<file path="src/rtl/fetch_align_buffer_if.sv">
// Fetch front-end bus: instruction-memory port, EX redirect and the IF/ID delivery handshake.
// The master side is the fetch_align_buffer, the slave side is memory plus the pipeline.
interface fetch_align_buffer_if;
   logic        mem_req;
   logic [31:0] mem_addr;
   logic        mem_rvalid;
   logic [31:0] mem_rdata;
   logic        redirect;
   logic [31:0] redirect_pc;
   logic        instr_ready;
   logic        instr_valid;
   logic [31:0] instr;
   logic [31:0] instr_pc;
   logic        is_compressed;

   modport master (
      output mem_req, mem_addr, instr_valid, instr, instr_pc, is_compressed,
      input  mem_rvalid, mem_rdata, redirect, redirect_pc, instr_ready
   );

   modport slave (
      input  mem_req, mem_addr, instr_valid, instr, instr_pc, is_compressed,
      output mem_rvalid, mem_rdata, redirect, redirect_pc, instr_ready
   );
endinterface

</file>
<file path="src/rtl/fetch_align_buffer.sv">
// Halfword queue that realigns mixed 16/32-bit RISC-V instructions fetched as 32-bit words.
// One request in flight at a time; redirects flush the queue and discard stale responses.
module fetch_align_buffer #(
   parameter int          DEPTH    = 8,
   parameter logic [31:0] RESET_PC = 32'h0000_0000
) (
   input logic                  clk,
   input logic                  rst,
   fetch_align_buffer_if.master bus
);

   localparam int PW = $clog2(DEPTH);
   localparam int CW = $clog2(DEPTH + 1);
   localparam logic [CW-1:0] FILL_MAX = CW'(DEPTH - 2);
   localparam logic [PW:0]   DEPTH_W  = (PW + 1)'(DEPTH);

   logic [15:0]   q [DEPTH];
   logic [PW-1:0] head;
   logic [PW-1:0] tail;
   logic [CW-1:0] count;
   logic [31:0]   fetch_addr;
   logic [31:0]   out_pc;
   logic          outstanding;
   logic          discard;
   logic          drop_low;

   logic [15:0]   hw0;
   logic [15:0]   hw1;
   logic          head_comp;
   logic          instr_valid_i;
   logic          pop;
   logic [1:0]    pop_n;
   logic          rsp;
   logic          push_en;
   logic [1:0]    push_n;
   logic          issue;
   logic          unused_pc_bit;

   function automatic logic [PW-1:0] ptr_add(input logic [PW-1:0] p, input logic [1:0] n);
      logic [PW:0] s;
      s = {1'b0, p} + (PW + 1)'(n);
      if (s >= DEPTH_W) s = s - DEPTH_W;
      return s[PW-1:0];
   endfunction

   // Halfword-aligned target: bit 0 carries no information.
   assign unused_pc_bit = bus.redirect_pc[0];

   assign hw0           = q[head];
   assign hw1           = q[ptr_add(head, 2'd1)];
   assign head_comp     = (hw0[1:0] != 2'b11);
   assign instr_valid_i = (count != '0) && (head_comp || (count >= CW'(2)));

   assign pop     = instr_valid_i && bus.instr_ready;
   assign pop_n   = !pop ? 2'd0 : (head_comp ? 2'd1 : 2'd2);

   // Responses with nothing in flight (e.g. straight after reset) are ignored.
   assign rsp     = bus.mem_rvalid && outstanding;
   assign push_en = rsp && !discard && !bus.redirect;
   assign push_n  = !push_en ? 2'd0 : (drop_low ? 2'd1 : 2'd2);

   // Issue only while two free slots are guaranteed for the returning word.
   assign issue = rst && !outstanding && (count <= FILL_MAX) && !bus.redirect;

   assign bus.mem_req       = issue;
   assign bus.mem_addr      = issue ? fetch_addr : 32'h0;
   assign bus.instr_valid   = instr_valid_i;
   assign bus.instr         = !instr_valid_i ? 32'h0 :
                              (head_comp ? {16'h0000, hw0} : {hw1, hw0});
   assign bus.instr_pc      = out_pc;
   assign bus.is_compressed = instr_valid_i && head_comp;

   always_ff @(posedge clk or negedge rst) begin
      if (!rst) begin
         head        <= '0;
         tail        <= '0;
         count       <= '0;
         fetch_addr  <= {RESET_PC[31:2], 2'b00};
         out_pc      <= RESET_PC;
         outstanding <= 1'b0;
         discard     <= 1'b0;
         drop_low    <= 1'b0;
      end else if (bus.redirect) begin
         head        <= '0;
         tail        <= '0;
         count       <= '0;
         out_pc      <= {bus.redirect_pc[31:1], 1'b0};
         fetch_addr  <= {bus.redirect_pc[31:2], 2'b00};
         drop_low    <= bus.redirect_pc[1];
         // A response landing this cycle is dropped now; otherwise the next one is stale.
         outstanding <= outstanding && !bus.mem_rvalid;
         discard     <= outstanding && !bus.mem_rvalid;
      end else begin
         head  <= ptr_add(head, pop_n);
         tail  <= ptr_add(tail, push_n);
         count <= count + CW'(push_n) - CW'(pop_n);
         if (pop) out_pc <= out_pc + (head_comp ? 32'd2 : 32'd4);
         if (issue) begin
            outstanding <= 1'b1;
            fetch_addr  <= fetch_addr + 32'd4;
         end else if (rsp) begin
            outstanding <= 1'b0;
         end
         if (rsp) begin
            discard <= 1'b0;
            if (!discard) drop_low <= 1'b0;
         end
      end
   end

   always_ff @(posedge clk or negedge rst) begin
      if (!rst) begin
         for (int i = 0; i < DEPTH; i++) q[i] <= '0;
      end else if (push_en) begin
         if (drop_low) begin
            q[tail] <= bus.mem_rdata[31:16];
         end else begin
            q[tail]                <= bus.mem_rdata[15:0];
            q[ptr_add(tail, 2'd1)] <= bus.mem_rdata[31:16];
         end
      end
   end

   a_no_overflow: assert property (@(posedge clk) disable iff (!rst) count <= CW'(DEPTH));

endmodule

</file>
<file path="src/flat_wrapper.sv">
// flat-port wrapper written by rule: the top's interface ports become plain ports
module fetch_align_buffer_flat 
#(
   parameter int          DEPTH    = 8,
   parameter logic [31:0] RESET_PC = 32'h0000_0000
)
  (clk, rst, bus_mem_req, bus_mem_addr, bus_instr_valid, bus_instr, bus_instr_pc, bus_is_compressed, bus_mem_rvalid, bus_mem_rdata, bus_redirect, bus_redirect_pc, bus_instr_ready);
  fetch_align_buffer_if bus_i ();
  input logic clk;
  input logic rst;
  output wire logic [$bits(bus_i.mem_req)-1:0] bus_mem_req;
  output wire logic [$bits(bus_i.mem_addr)-1:0] bus_mem_addr;
  output wire logic [$bits(bus_i.instr_valid)-1:0] bus_instr_valid;
  output wire logic [$bits(bus_i.instr)-1:0] bus_instr;
  output wire logic [$bits(bus_i.instr_pc)-1:0] bus_instr_pc;
  output wire logic [$bits(bus_i.is_compressed)-1:0] bus_is_compressed;
  input wire logic [$bits(bus_i.mem_rvalid)-1:0] bus_mem_rvalid;
  input wire logic [$bits(bus_i.mem_rdata)-1:0] bus_mem_rdata;
  input wire logic [$bits(bus_i.redirect)-1:0] bus_redirect;
  input wire logic [$bits(bus_i.redirect_pc)-1:0] bus_redirect_pc;
  input wire logic [$bits(bus_i.instr_ready)-1:0] bus_instr_ready;
  assign bus_mem_req = bus_i.mem_req;
  assign bus_mem_addr = bus_i.mem_addr;
  assign bus_instr_valid = bus_i.instr_valid;
  assign bus_instr = bus_i.instr;
  assign bus_instr_pc = bus_i.instr_pc;
  assign bus_is_compressed = bus_i.is_compressed;
  assign bus_i.mem_rvalid = bus_mem_rvalid;
  assign bus_i.mem_rdata = bus_mem_rdata;
  assign bus_i.redirect = bus_redirect;
  assign bus_i.redirect_pc = bus_redirect_pc;
  assign bus_i.instr_ready = bus_instr_ready;
  fetch_align_buffer #(.DEPTH(DEPTH), .RESET_PC(RESET_PC)) u_core (.clk(clk), .rst(rst), .bus(bus_i));
endmodule
</file>
<file path="config.mk">
export PLATFORM = sky130hd
export DESIGN_NAME = fetch_align_buffer_flat
export DESIGN_NICKNAME = d
export VERILOG_FILES = /design/src/rtl/fetch_align_buffer_if.sv /design/src/rtl/fetch_align_buffer.sv /design/src/flat_wrapper.sv
export SDC_FILE = /design/constraint.sdc
export NUM_CORES = 1
export LEC_CHECK = 0
export BUFFER_PORTS_ARGS = -buffer_cell sky130_fd_sc_hd__buf_2
export CAP_MARGIN = 10
export CELL_PAD_IN_SITES_DETAIL_PLACEMENT = 0
export CELL_PAD_IN_SITES_GLOBAL_PLACEMENT = 2
export CORE_ASPECT_RATIO = 0.9
export CORE_MARGIN = 10
export CORE_UTILIZATION = 34
export CTS_CLUSTER_SIZE = 8
export DETAILED_ROUTE_END_ITERATION = 10
export MAX_ROUTING_LAYER = met4
export PLACE_DENSITY_LB_ADDON = 0.12
export SETUP_SLACK_MARGIN = 0.05
export SYNTH_ARGS = -nofsm -noshare
export SYNTH_HDL_FRONTEND = slang
export SYNTH_SLANG_ARGS = --single-unit
</file>
<file path="constraint.sdc">
create_clock -name clk -period 3.3 [get_ports clk]
set_input_delay 0.33 -clock clk [delete_from_list [all_inputs] [get_ports clk]]
set_output_delay 0.33 -clock clk [all_outputs]
set_load 0.05 [all_outputs]
</file>
; Yosys cells after proc, flatten, opt, wreduce, memory -nomap -nowiden
; Index checks and enable logic that the tools add are counted.
[word_totals]
latchBits = 0
mem_bits_rw = 0
reg_bits = 205
n_memories = 0
mem_bits_ro = 0
wordCells = 111
inputBits = 69
out_inout_bits = 99
[classes]
shifts = 0
bitwise = 4
addsub = 12
order_cmp = 12
n_reduce_logical = 23
div_mod_pow = 0
n_eq_ne = 2
mul = 0
n_mux = 42
[op_table]
columns = operator, count
row1 = 128-bit bitwise mux, 3
row2 = 32-bit 2-to-1 mux, 7
row3 = 128-bit 2-to-1 mux, 1
row4 = 16-bit binary-select mux with 3-bit select, 2
row5 = 16-bit demux with 3-bit select, 2
row6 = 16-bit 2-to-1 mux, 6
row7 = "32-bit by 3-bit adder with 32-bit output, second input constant", 1
row8 = 32-bit adder, 1
row9 = "4-bit greater-or-equal comparator, second input constant", 8
row10 = 3-bit 2-to-1 mux, 9
row11 = 3-bit NOT with 4-bit output, 4
row12 = 1-bit logical AND, 12
row13 = "3-bit by 1-bit subtractor with 3-bit output, second input constant", 4
row14 = "3-bit by 1-bit adder with 4-bit output, second input constant", 2
row15 = 3-bit by 2-bit adder with 4-bit output, 2
row16 = "4-bit by 1-bit less-than comparator with 1-bit output, second input constant", 2
row17 = 2-bit 2-to-1 mux, 4
row18 = 1-bit 2-to-1 mux, 7
row19 = 2-bit nonzero test, 3
row20 = 4-bit by 2-bit adder with 4-bit output, 1
row21 = "4-bit by 2-bit greater-or-equal comparator with 1-bit output, second input constant", 1
row22 = "4-bit by 3-bit <= comparator with 1-bit output, second input constant", 1
row23 = 1-bit zero test, 4
row24 = 4-bit 2-to-1 mux, 1
row25 = 6 further kinds, 7

; Depth between registers and ports, before layout
; Gate-level depths: netlist (run 1).
[logic_depth]
depth_word = 13
mapped_depth = 14
depth_no_buf = 13

; Worst setup path after synthesis (run 1)
; No wires, ideal clock.
[synth_timing]
path_kind = register to register
from = register u_core.head[0]
to = register u_core.out_pc[25], in the netlist u_core.bus.instr_pc[25]
setup_slack_ns = -0.003
path_stages_with_launch = 15
path_buffers = 3
required_ns = 3.167
setup_time_ns = 0.133
arrival_time_ns = 3.170
synth_period_minus_slack_ns = 3.303
path_cell_list = dfrtp_1 > buf_6 > mux4_2 > mux2i_1 > buf_2 > nor2_1 > inv_1 > ha_1 > fa_1 > and4_1 > clkbuf_1 > nand3_1 > nor3_1 > o2111a_1 > nor4_2
[synth_via]
elab_chain_cells = 9
elab_cells_between_ends = 13
classes_between = add/sub (1) / eq/ne (1) / mux (6) / bitwise (1) / reduce/logical (4)
[synth_lines]
columns = element, line_no
row1 = from (decl), fetch_align_buffer.sv:18  ; logic [PW-1:0] head;
row2 = from (signal assigned), fetch_align_buffer.sv:94  ; head <= ptr_add(head, pop_n);
row3 = 3-bit NOT with 4-bit output (implied by the code) *, fetch_align_buffer.sv:49  ; assign hw0 = q[head];
row4 = 16-bit binary-select mux with 3-bit select *, fetch_align_buffer.sv:49
row5 = 16-bit 2-to-1 mux (implied by the code) * (2 in a row), fetch_align_buffer.sv:49
row6 = 2-bit != test *, fetch_align_buffer.sv:51  ; assign head_comp = (hw0[1:0] != 2'b11);
row7 = 3-bit 2-to-1 mux / 1-bit logical OR (equally long branches), "fetch_align_buffer.sv:97, fetch_align_buffer.sv:52"
row8 = 32-bit adder / 1-bit logical AND (equally long branches), "fetch_align_buffer.sv:97, fetch_align_buffer.sv:52"
row9 = 32-bit 2-to-1 mux / 1-bit logical AND (equally long branches), "fetch_align_buffer.sv:97, fetch_align_buffer.sv:54"
row10 = 32-bit 2-to-1 mux / 2-bit nonzero test (equally long branches), n/a
row11 = to (signal assigned), fetch_align_buffer.sv:87  ; out_pc <= {bus.redirect_pc[31:1], 1'b0};
row12 = to (signal assigned), fetch_align_buffer.sv:97  ; if (pop) out_pc <= out_pc + (head_comp ? 32'd2 : 32'd4);
row13 = to (decl), fetch_align_buffer.sv:22  ; logic [31:0] out_pc;
; Every way passes the cells marked *; elsewhere a longest branch is shown, timed or not. The select of a mux whose other input is x is not followed.
; A chain may end at the register's enable or synchronous reset.

; Worst setup path after layout (run 1)
[layout_timing]
from = register u_core.head[0]
to = output bus_instr[2]
[layout_via]
elab_chain_cells = 8
elab_cells_between_ends = 9
classes_between = eq/ne (1) / mux (5) / bitwise (1) / reduce/logical (2)
[layout_lines]
columns = element, line_no
row1 = 3-bit NOT with 4-bit output (implied by the code) *, fetch_align_buffer.sv:49
row2 = 16-bit binary-select mux with 3-bit select *, fetch_align_buffer.sv:49
row3 = 16-bit 2-to-1 mux (implied by the code) * (2 in a row), fetch_align_buffer.sv:49
row4 = 2-bit != test, fetch_align_buffer.sv:51
row5 = 1-bit logical OR, fetch_align_buffer.sv:52  ; assign instr_valid_i = (count != '0) && (head_comp || (count >= CW'(2)));
row6 = 1-bit logical AND, fetch_align_buffer.sv:52
row7 = 32-bit 2-to-1 mux *, fetch_align_buffer.sv:68  ; assign bus.instr = !instr_valid_i ? 32'h0 :
row8 = to (decl), flat_wrapper.sv:14  ; output wire logic [$bits(bus_i.instr)-1:0] bus_instr;
; Marked as above.

==> results of run 1 <==
metrics by stage:
step / utilization / hold slack (ns) / cell area (um2)
final: 0.430 / 0.0253 / 16200
after floorplan: - / 0.0344 / 13100
after detailed placement: 0.395 / 0.492 / 14800
after global routing: 0.430 / 0.0259 / 16200
after global placement: 0.395 / 0.478 / 14800
after CTS: 0.423 / 0.0140 / 15900
flip-flops by register name, indices dropped and copies added, names as in the netlist:
signal	cells
u_core.count	4
u_core.discard	1
u_core.fetch_addr	30
u_core.drop_low	1
u_core.bus.instr_pc	31
u_core.q	128
u_core.outstanding	1
u_core.tail	3
u_core.head	3
cell type report:
| cell class | instances | area (um2) |
|---|---|---|
| Multi-Input combinational cell | 950 | 7650 |
| Timing Repair Buffer | 264 | 1950 |
| Clock buffer | 33 | 771 |
| Clock inverter | 1 | 20.0 |
| Tap cell | 483 | 604 |
| Fill cell | 3672 | 21400 |
| Sequential cell | 202 | 5060 |
| Inverter | 29 | 109 |
cell usage after synthesis, types with 7 or more instances:
cell type  number
o21ai_1         9
nand2b_1       11
inv_1          25
a21oi_1        42
nor3_1         50
nand3_1        25
ha_1           13
o2111ai_1       7
a21boi_0        7
nor2b_1        10
mux4_2         64
a211oi_1       13
nor3b_1         8
nor4_1         21
nor2_1         64
and3_1         47
o21ai_0        57
a22oi_1       129
and2_1          8
mux2i_1        20
nand2_1       106
a311oi_1        7
and4_1         12
mux2_2         21
xor2_1          9
xnor2_1        13
buf_1          13
o2bb2ai_1      81
nand4_1        22
clkbuf_1      100
dfrtp_1       202
logic make-up after synthesis:
kind of cell / Yosys count / synth area share
XOR/XNOR: 22 / 0.0148
flip-flops: 202 / 0.388
buffers and inverters: 153 / 0.0463
multiplexers: 106 / 0.145
AO/OA/AOI/OAI: 394 / 0.223
other: 1 / 0.000288
adder cells (fa/ha/maj): 18 / 0.0201
AND/OR/NAND/NOR: 407 / 0.163
worst max-delay path, stage by stage, from the launching register on:
cell and delay [ns]:
dfrtp_4 0.52, mux4_2 0.57, mux2i_4 0.22, buf_6 0.13, o21ai_1 0.08, and2_4 0.22, clkbuf_16 0.20, nor2_4 0.15
buf_6 0.18
timing repair:
action,CTS,global route
pin swaps,1,8
hold buffers,2,0
endpoints found under the setup margin,44,49
gates resized for setup,65,33
gates cloned,0,4
setup buffers,1,10
endpoints found under the hold margin,50,0
where the power goes:
group	switching, mW	internal (mW)
sequential	0.442	2.87
clock	1.15	1.62
combinational	3.50	2.41
total	5.10	6.89
layer usage:
metal	track usage	share of wire	vias up
met5	-	0	-
met4	0.0462	0.023	0
met3	0.0370	0.066	75
met2	0.339	0.45	508
met1	0.309	0.46	6135
li1	-	-	5405
final timing paths:
check                               startpoint                      end  slack, ns  cells after the start
max in group asynchronous                  rst           u_core.head[0]       1.65                      4
min in group asynchronous                  rst     u_core.fetch_addr[7]       0.49                      3
setup / recovery                u_core.head[0]             bus_instr[2]       0.12                      8
hold / removal             bus_redirect_pc[24]  u_core.bus.instr_pc[24]       0.03                      3
hold reg to reg                    u_core.q[7]              u_core.q[7]       0.50                      2
setup reg to reg                u_core.head[0]  u_core.bus.instr_pc[12]       0.13                     10
==> impl_metrics.toml, run 1 <==
[yosys]
yosysSeqAreaShare = 0.388
syn_area_um2 = 13000
syn_inst = 1303
synthTopCellsByArea = "dfrtp_1, mux4_2, a22oi_1"
async_flop_share = 1.00
syn_avg_cell_area_um2 = 10.0
synth-seq-cells = 202
synth_cell_type_count = 62
yosys_warnings = 0
yosysTopAreaCell = "dfrtp_1"
synth_top_cell_area_share = 0.388
synth_edf_count = 0
synth_flop_cell = "dfrtp_1"

[sta]
fmax_mhz = 315
tns_ns = 0
worst_pin_slew_ns = 0.779
final.setup.worst_slack_ns = 0.122
period_share = 0.963
rsz0062_at_grt = "true"
slew-limit-headroom = 0.477
skew_ns = 0.0272
maxSlewViolCount = 0
setup_violations = 0
min_period_ns = 3.18
report.final.hold_viol_count = 0

[global_routing]
antenna_found_initial = 0
grt_max_degree = 116
grt_pass1_wl_mm = 78.0
grt_pass1_vias = 11900
grt_overflow_total = 0
grt_use_total = 0.223

[place]
port_buffers = 163
place_congestion = 0.843
hpwl_mm = 34.4
place_ws_ns = -0.177
place_inst = 1911

[critical_path]
path_class = "reg2out"
cp-start-kind = "register"
endpoint_kind = "output port"
cp_max_fo = 8
worst-endpoint-required_ns = 2.97
worstPathArrival_ns = 2.85

[cts]
insertion_delay_ns = 0.58
numCtsBuffers = 29
clock-sinks = 202
cts_root_buf = "clkbuf_16"
htreeDepth = 1
cts_tree = "built"
cts.clk_slew.worst_paths_ns = 0.05
cts_buffer_depth = 3

[die]
die-area_um2 = 46600
initial_utilization = 0.347
boundaryPins = 168
fp.dieW_um = 226
die_h_um = 206
rows = 67
core_area_um2 = 37600

[routing]
drt_first_pass_iters = 5
vias = 12100
viasPerCell = 6.18
routed_wl_mm = 52.8
wl_per_cell_um = 26.9
ant_nets = 0
drc = 0
drt-initial-drc-count = 1441

[power]
fin_total_pwr_mw = 12.0
p_per_area_nw_per_um2 = 741
leakage_nw = 6.61
ir_drop_mv = 0.440

[final_layout]
diodes = 0
final_common_cell = "dfrtp_1"
instances_no_fill = 1962
final_nets = 1563
area_growth_pct = 24.0
drive_gt1_frac = 0.297
final_cell_mix = "dfrtp_1, buf_2, a22oi_1"

[job]
max_cap_violations = 0

[outcome]
status = "completed"

[hold_path]
min_path_type = "in2reg"
Note: power is estimated with default switching activity, not from simulation.
==> run 2: changes to the inputs <==
- PLACE_DENSITY: not set -> 0.83
- PLACE_DENSITY_LB_ADDON: 0.12 -> not set
==> impl_metrics.toml, run 2 (synthesis gave the netlist of run 1 again) <==
[sta]
min_period_ns = 3.21
worst_pin_slew_ns = 1.00
period_share = 0.974
tns_ns = 0
maxSlewViolCount = 0
report.final.hold_viol_count = 7
rsz0062_at_grt = "true"
setup_violations = 0
final.setup.worst_slack_ns = 0.0873
skew_ns = 0.0109
fmax_mhz = 311
hold_ws_ns = -0.0140
slew-limit-headroom = 0.330

[place]
postPlaceCellArea_um2 = 14700
port_buffers = 163
place_congestion = 0.859
place_ws_ns = -0.0739
hpwl_mm = 32.5

[die]
rows = 67
fp.dieW_um = 226
die-area_um2 = 46600
boundaryPins = 168
core_area_um2 = 37600
initial_utilization = 0.347
die_h_um = 206

[final_layout]
largest_register = "u_core.q"
final_nets = 1562
fill_cells = 3660
final_common_cell = "dfrtp_1"
ff_latch_area_um2 = 5060
drive_gt1_frac = 0.300
finalInstanceArea_um2 = 16300
area_growth_pct = 24.7
final_cell_mix = "dfrtp_1, buf_2, a22oi_1"
largest_reg_flops = 128
multi_input_comb_area_um2 = 7700

[power]
p_sw_mw = 5.14
p_per_area_nw_per_um2 = 756
fin_total_pwr_mw = 12.3
p_int_mw = 7.16
swShare = 0.418
power.share.clock = 0.227
pwr-share-comb = 0.506
leakage_nw = 6.61
seqPwrFrac = 0.267
ir_drop_mv = 0.374

[cts]
cts_buffer_depth = 3
cts_root_buf = "clkbuf_16"
htreeDepth = 1
insertion_delay_ns = 0.56
cts_tree = "built"
clock-sinks = 202
cts.clk_slew.worst_paths_ns = 0.06
numCtsBuffers = 29

[global_routing]
grt_use_total = 0.212
grt_max_degree = 98
grt_pass1_vias = 12100
grt_pass1_wl_mm = 75.2
grt_overflow_total = 0
antenna_found_initial = 2

[critical_path]
path_depth = 11
worstPathArrival_ns = 3.64
slowest_delay_ns = 0.49
endpoint_kind = "register"
cp_slowest_cell = "dfrtp_4"
path_buf_inv = 2
path_class = "reg2reg"
cp_max_fo = 7
worst_r2r_path_depth = 11
cp_top_family = "simple AND/OR/NAND/NOR gates"
crit_chain = "buf_8 -> mux4_2 -> mux2i_4 -> nor2_4 -> ha_1 -> a21oi_2 -> buf_4 -> nor2_1 -> nand4_1 -> a2111oi_1 -> nor3b_1"
worst-endpoint-required_ns = 3.73
cp-start-kind = "register"

[routing]
drt-initial-drc-count = 1252
viasPerCell = 6.21
wl_per_cell_um = 25.6
vias = 12200
drt_first_pass_iters = 5
drc = 0
ant_nets = 0
routed_wl_mm = 50.2

[job]
max_cap_violations = 0

[outcome]
violations = "negative hold slack"
status = "finished, violations left"

[hold_path]
min_path_type = "in2async"
==> run 2: timing repair <==
action / CTS / global route
cloned: 0 / 3
hold buffers: 1 / 0
pin swaps: 2 / 12
buffers inserted: 2 / 21
endpoints found under the hold margin: 2 / 0
setup endpoints to repair: 48 / 50
gates resized for setup: 65 / 61
==> run 2: final timing paths <==
kind                                    start                       to  slack [ns]
max in group asynchronous                 rst             u_core.q[12]        1.82
hold / removal                            rst  u_core.bus.instr_pc[12]       -0.01
setup reg to reg               u_core.head[0]  u_core.bus.instr_pc[12]        0.09
min in group clk           bus_redirect_pc[1]          u_core.drop_low        0.03
hold reg to reg                  u_core.q[41]             u_core.q[41]        0.50
setup / recovery               u_core.head[0]  u_core.bus.instr_pc[12]        0.09
==> run 2: power by group through the flow <==
stage | registers (mW) | logic [mW] | clock network (mW)
finish | 3.29 | 6.22 | 2.79
global route | 3.34 | 6.61 | 2.92
CTS | 3.29 | 5.48 | 2.83
detailed placement | 3.32 | 5.06 | 0
global placement | 3.31 | 5.02 | 0
floorplan | 3.38 | 3.33 | 0
==> run 2: cell type report <==
class,instances,share of cell area
clock buffer,32,0.0453
tap,483,0.0372
timing repair buffer,263,0.123
clock inverter,2,0.00308
antenna,2,0.000308
multi-input combinational,950,0.474
sequential,202,0.311
inverter,29,0.00669
==> run 2: through the flow <==
step	util	instances	hold slack, ns
floorplan	-	1305	0.0344
global placement	0.392	1900	0.479
detailed placement	0.392	1900	0.487
CTS	0.420	1937	0.000600
global route	0.433	1963	0.0312
finish	0.433	1963	-0.0140
==> run 2: metal layers <==
| layer | part of all wire | GRT usage | vias to the layer above |
|---|---|---|---|
| met4 | 0.021 | 0.0431 | 0 |
| li1 | - | - | 5385 |
| met5 | 0 | - | - |
| met3 | 0.081 | 0.0401 | 87 |
| met2 | 0.45 | 0.323 | 568 |
| met1 | 0.44 | 0.289 | 6152 |
==> run 3: changes to the inputs <==
- ABC_AREA: not set -> 1
- CORE_UTILIZATION: 34 -> 30
==> impl_metrics.toml, run 3 <==
[sta]
rsz0062_at_grt = "true"
setup_violations = 0
fmax_mhz = 312
period_share = 0.971
worst_pin_slew_ns = 1.09
tns_ns = 0
maxSlewViolCount = 0
min_period_ns = 3.20
slew-limit-headroom = 0.271
final.setup.worst_slack_ns = 0.0966
skew_ns = 0.00924
hold_ws_ns = 0.0516
report.final.hold_viol_count = 0

[global_routing]
grt_pass1_wl_mm = 88.1
grt_use_total = 0.204
antenna_found_initial = 2
grtUsageMet1 = 0.290
grt_use_met3 = 0.0329
grtUsageMet2 = 0.299
grt_pass1_vias = 14000
busiest_layer = "met2"
grt_max_degree = 83
grt_overflow_total = 0

[place]
port_buffers = 163
hpwl_mm = 40.2
place_ws_ns = 0.231
place_congestion = 0.882

[yosys]
yosysSeqAreaShare = 0.353
syn_area_um2 = 14300
yosysTopAreaCell = "dfrtp_1"
synth.most_common_cell = "nand2_1"
synth-seq-cells = 202
synth_cell_type_count = 52
syn_inst = 2068
async_flop_share = 1.00
synthTopCellsByCount = "nand2_1, o21ai_0, inv_1"
synth_top_cell_area_share = 0.353
synthTopCellsByArea = "dfrtp_1, nand2_1, o21ai_0"
syn_avg_cell_area_um2 = 6.92
yosys_warnings = 0
synth_flop_cell = "dfrtp_1"
synth_edf_count = 0

[routing]
wl_per_cell_um = 20.9
routed_wl_mm = 59.2
viasPerCell = 5.34
drc = 0
vias = 15100
drt-initial-drc-count = 1514
drt_first_pass_iters = 6
ant_nets = 0

[final_layout]
area_growth_pct = 17.4
final_common_cell = "nand2_1"
largest_reg_flops = 128
largest_register = "u_core.q"
final_cell_mix = "nand2_1, o21ai_0, inv_1"
drive_gt1_frac = 0.165
final_nets = 2291

[critical_path]
worstPathArrival_ns = 2.87
worst-endpoint-required_ns = 2.97
endpoint_kind = "output port"
path_class = "reg2out"
ff2ff_setup_slack_ns = 0.26
r2r-start = "u_core.head[0]"
worst_r2r_path_depth = 16
cp-start-kind = "register"
cp_max_fo = 20
rr_endpoint = "u_core.count[2]"

[die]
rows = 75
core_area_um2 = 46900
boundaryPins = 168
die_h_um = 227
initial_utilization = 0.305
fp.dieW_um = 250
die-area_um2 = 56800

[cts]
cts_root_buf = "clkbuf_16"
cts_buffer_depth = 3
numCtsBuffers = 29
cts_tree = "built"
clock-sinks = 202
cts.clk_slew.worst_paths_ns = 0.05
insertion_delay_ns = 0.55
htreeDepth = 1

[hold_path]
min_path_type = "in2reg"
holdPathStages = 3
hp-start = "bus_redirect_pc[20]"
hold_end = "u_core.fetch_addr[20]"

[power]
p_per_area_nw_per_um2 = 779
fin_total_pwr_mw = 13.1
leakage_nw = 7.70
ir_drop_mv = 0.687

[outcome]
status = "completed"

[job]
max_cap_violations = 0
## run 3: cell types whose count changed after synthesis, sizes merged, moves of 64 or more
cell / previous run / this run
o22ai: 3 / 123
mux4: 64 / 0
inv: 25 / 244
nand3: 25 / 91
o21ai: 66 / 336
nor2: 64 / 221
nand2: 106 / 488
o2bb2ai: 81 / 0
a22oi: 129 / 4
## run 3: area by class of cell
class / instances / area (um2)
Fill cell: 5082 / 30100
Tap cell: 616 / 771
Timing Repair Buffer: 225 / 1530
Sequential cell: 202 / 5060
Clock buffer: 35 / 758
Multi-Input combinational cell: 1489 / 7690
Inverter: 257 / 976
Antenna cell: 3 / 7.51
## run 3: worst max path at each step
stage,startpoint,endpoint,slack [ns],depth (start not counted)
detailed placement,u_core.head[0],u_core.count[2],0.23,16
CTS,u_core.head[0],bus_instr[16],0.03,10
global route,u_core.head[0],u_core.count[3],0.01,17
finish,u_core.head[0],bus_instr[30],0.1,8
floorplan,u_core.head[1],bus_instr[21],0.06,7
global placement,u_core.head[0],u_core.count[2],0.28,16
## run 3: timing repair
action	4_1_cts	5_1_grt
cloned	0	1
gates resized for setup	12	19
endpoints found under the hold margin	37	0
pin swaps	0	1
setup endpoints to repair	17	42
hold buffers	2	0
buffers inserted	2	0
## run 3: routing by layer
| layer | vias up | share of wire |
|---|---|---|
| met5 | - | 0 |
| met1 | 7234 | 0.46 |
| li1 | 7140 | - |
| met2 | 639 | 0.43 |
| met3 | 72 | 0.082 |
| met4 | 0 | 0.020 |
## run 3: logic make-up after synthesis
kind of cell             count (synthesis)  share of synthesized area
AND/OR/NAND/NOR                        840                      0.245
other                                    1                   0.000262
buffers and inverters                  379                      0.114
adder cells (fa/ha/maj)                 18                     0.0184
AO/OA/AOI/OAI                          608                      0.256
flip-flops                             202                      0.353
XOR/XNOR                                20                     0.0128
## run 3: per-stage QoR
step / instance area (um2) / cells / util
2_1_floorplan: 14300 / 2070 / -
3_3_place_gp: 15900 / 2784 / 0.338
3_5_place_dp: 15900 / 2784 / 0.338
4_1_cts: 16700 / 2823 / 0.356
5_1_grt: 16800 / 2826 / 0.358
6_report: 16800 / 2827 / 0.358
## run 3: report_power, final
group / internal (mW) / switching (mW)
Sequential: 3.05 / 0.544
Combinational: 1.93 / 4.85
Clock: 1.57 / 1.13
Total: 6.55 / 6.53
## run 3: worst max-delay path, cell delays in order, from the launching register on
cell and delay, ns:
dfrtp_4 0.48, buf_4 0.22, ha_4 0.19, xnor2_2 0.20
buf_4 0.38, a21oi_1 0.13, nor4_2 0.38, buf_4 0.20
buf_12 0.13
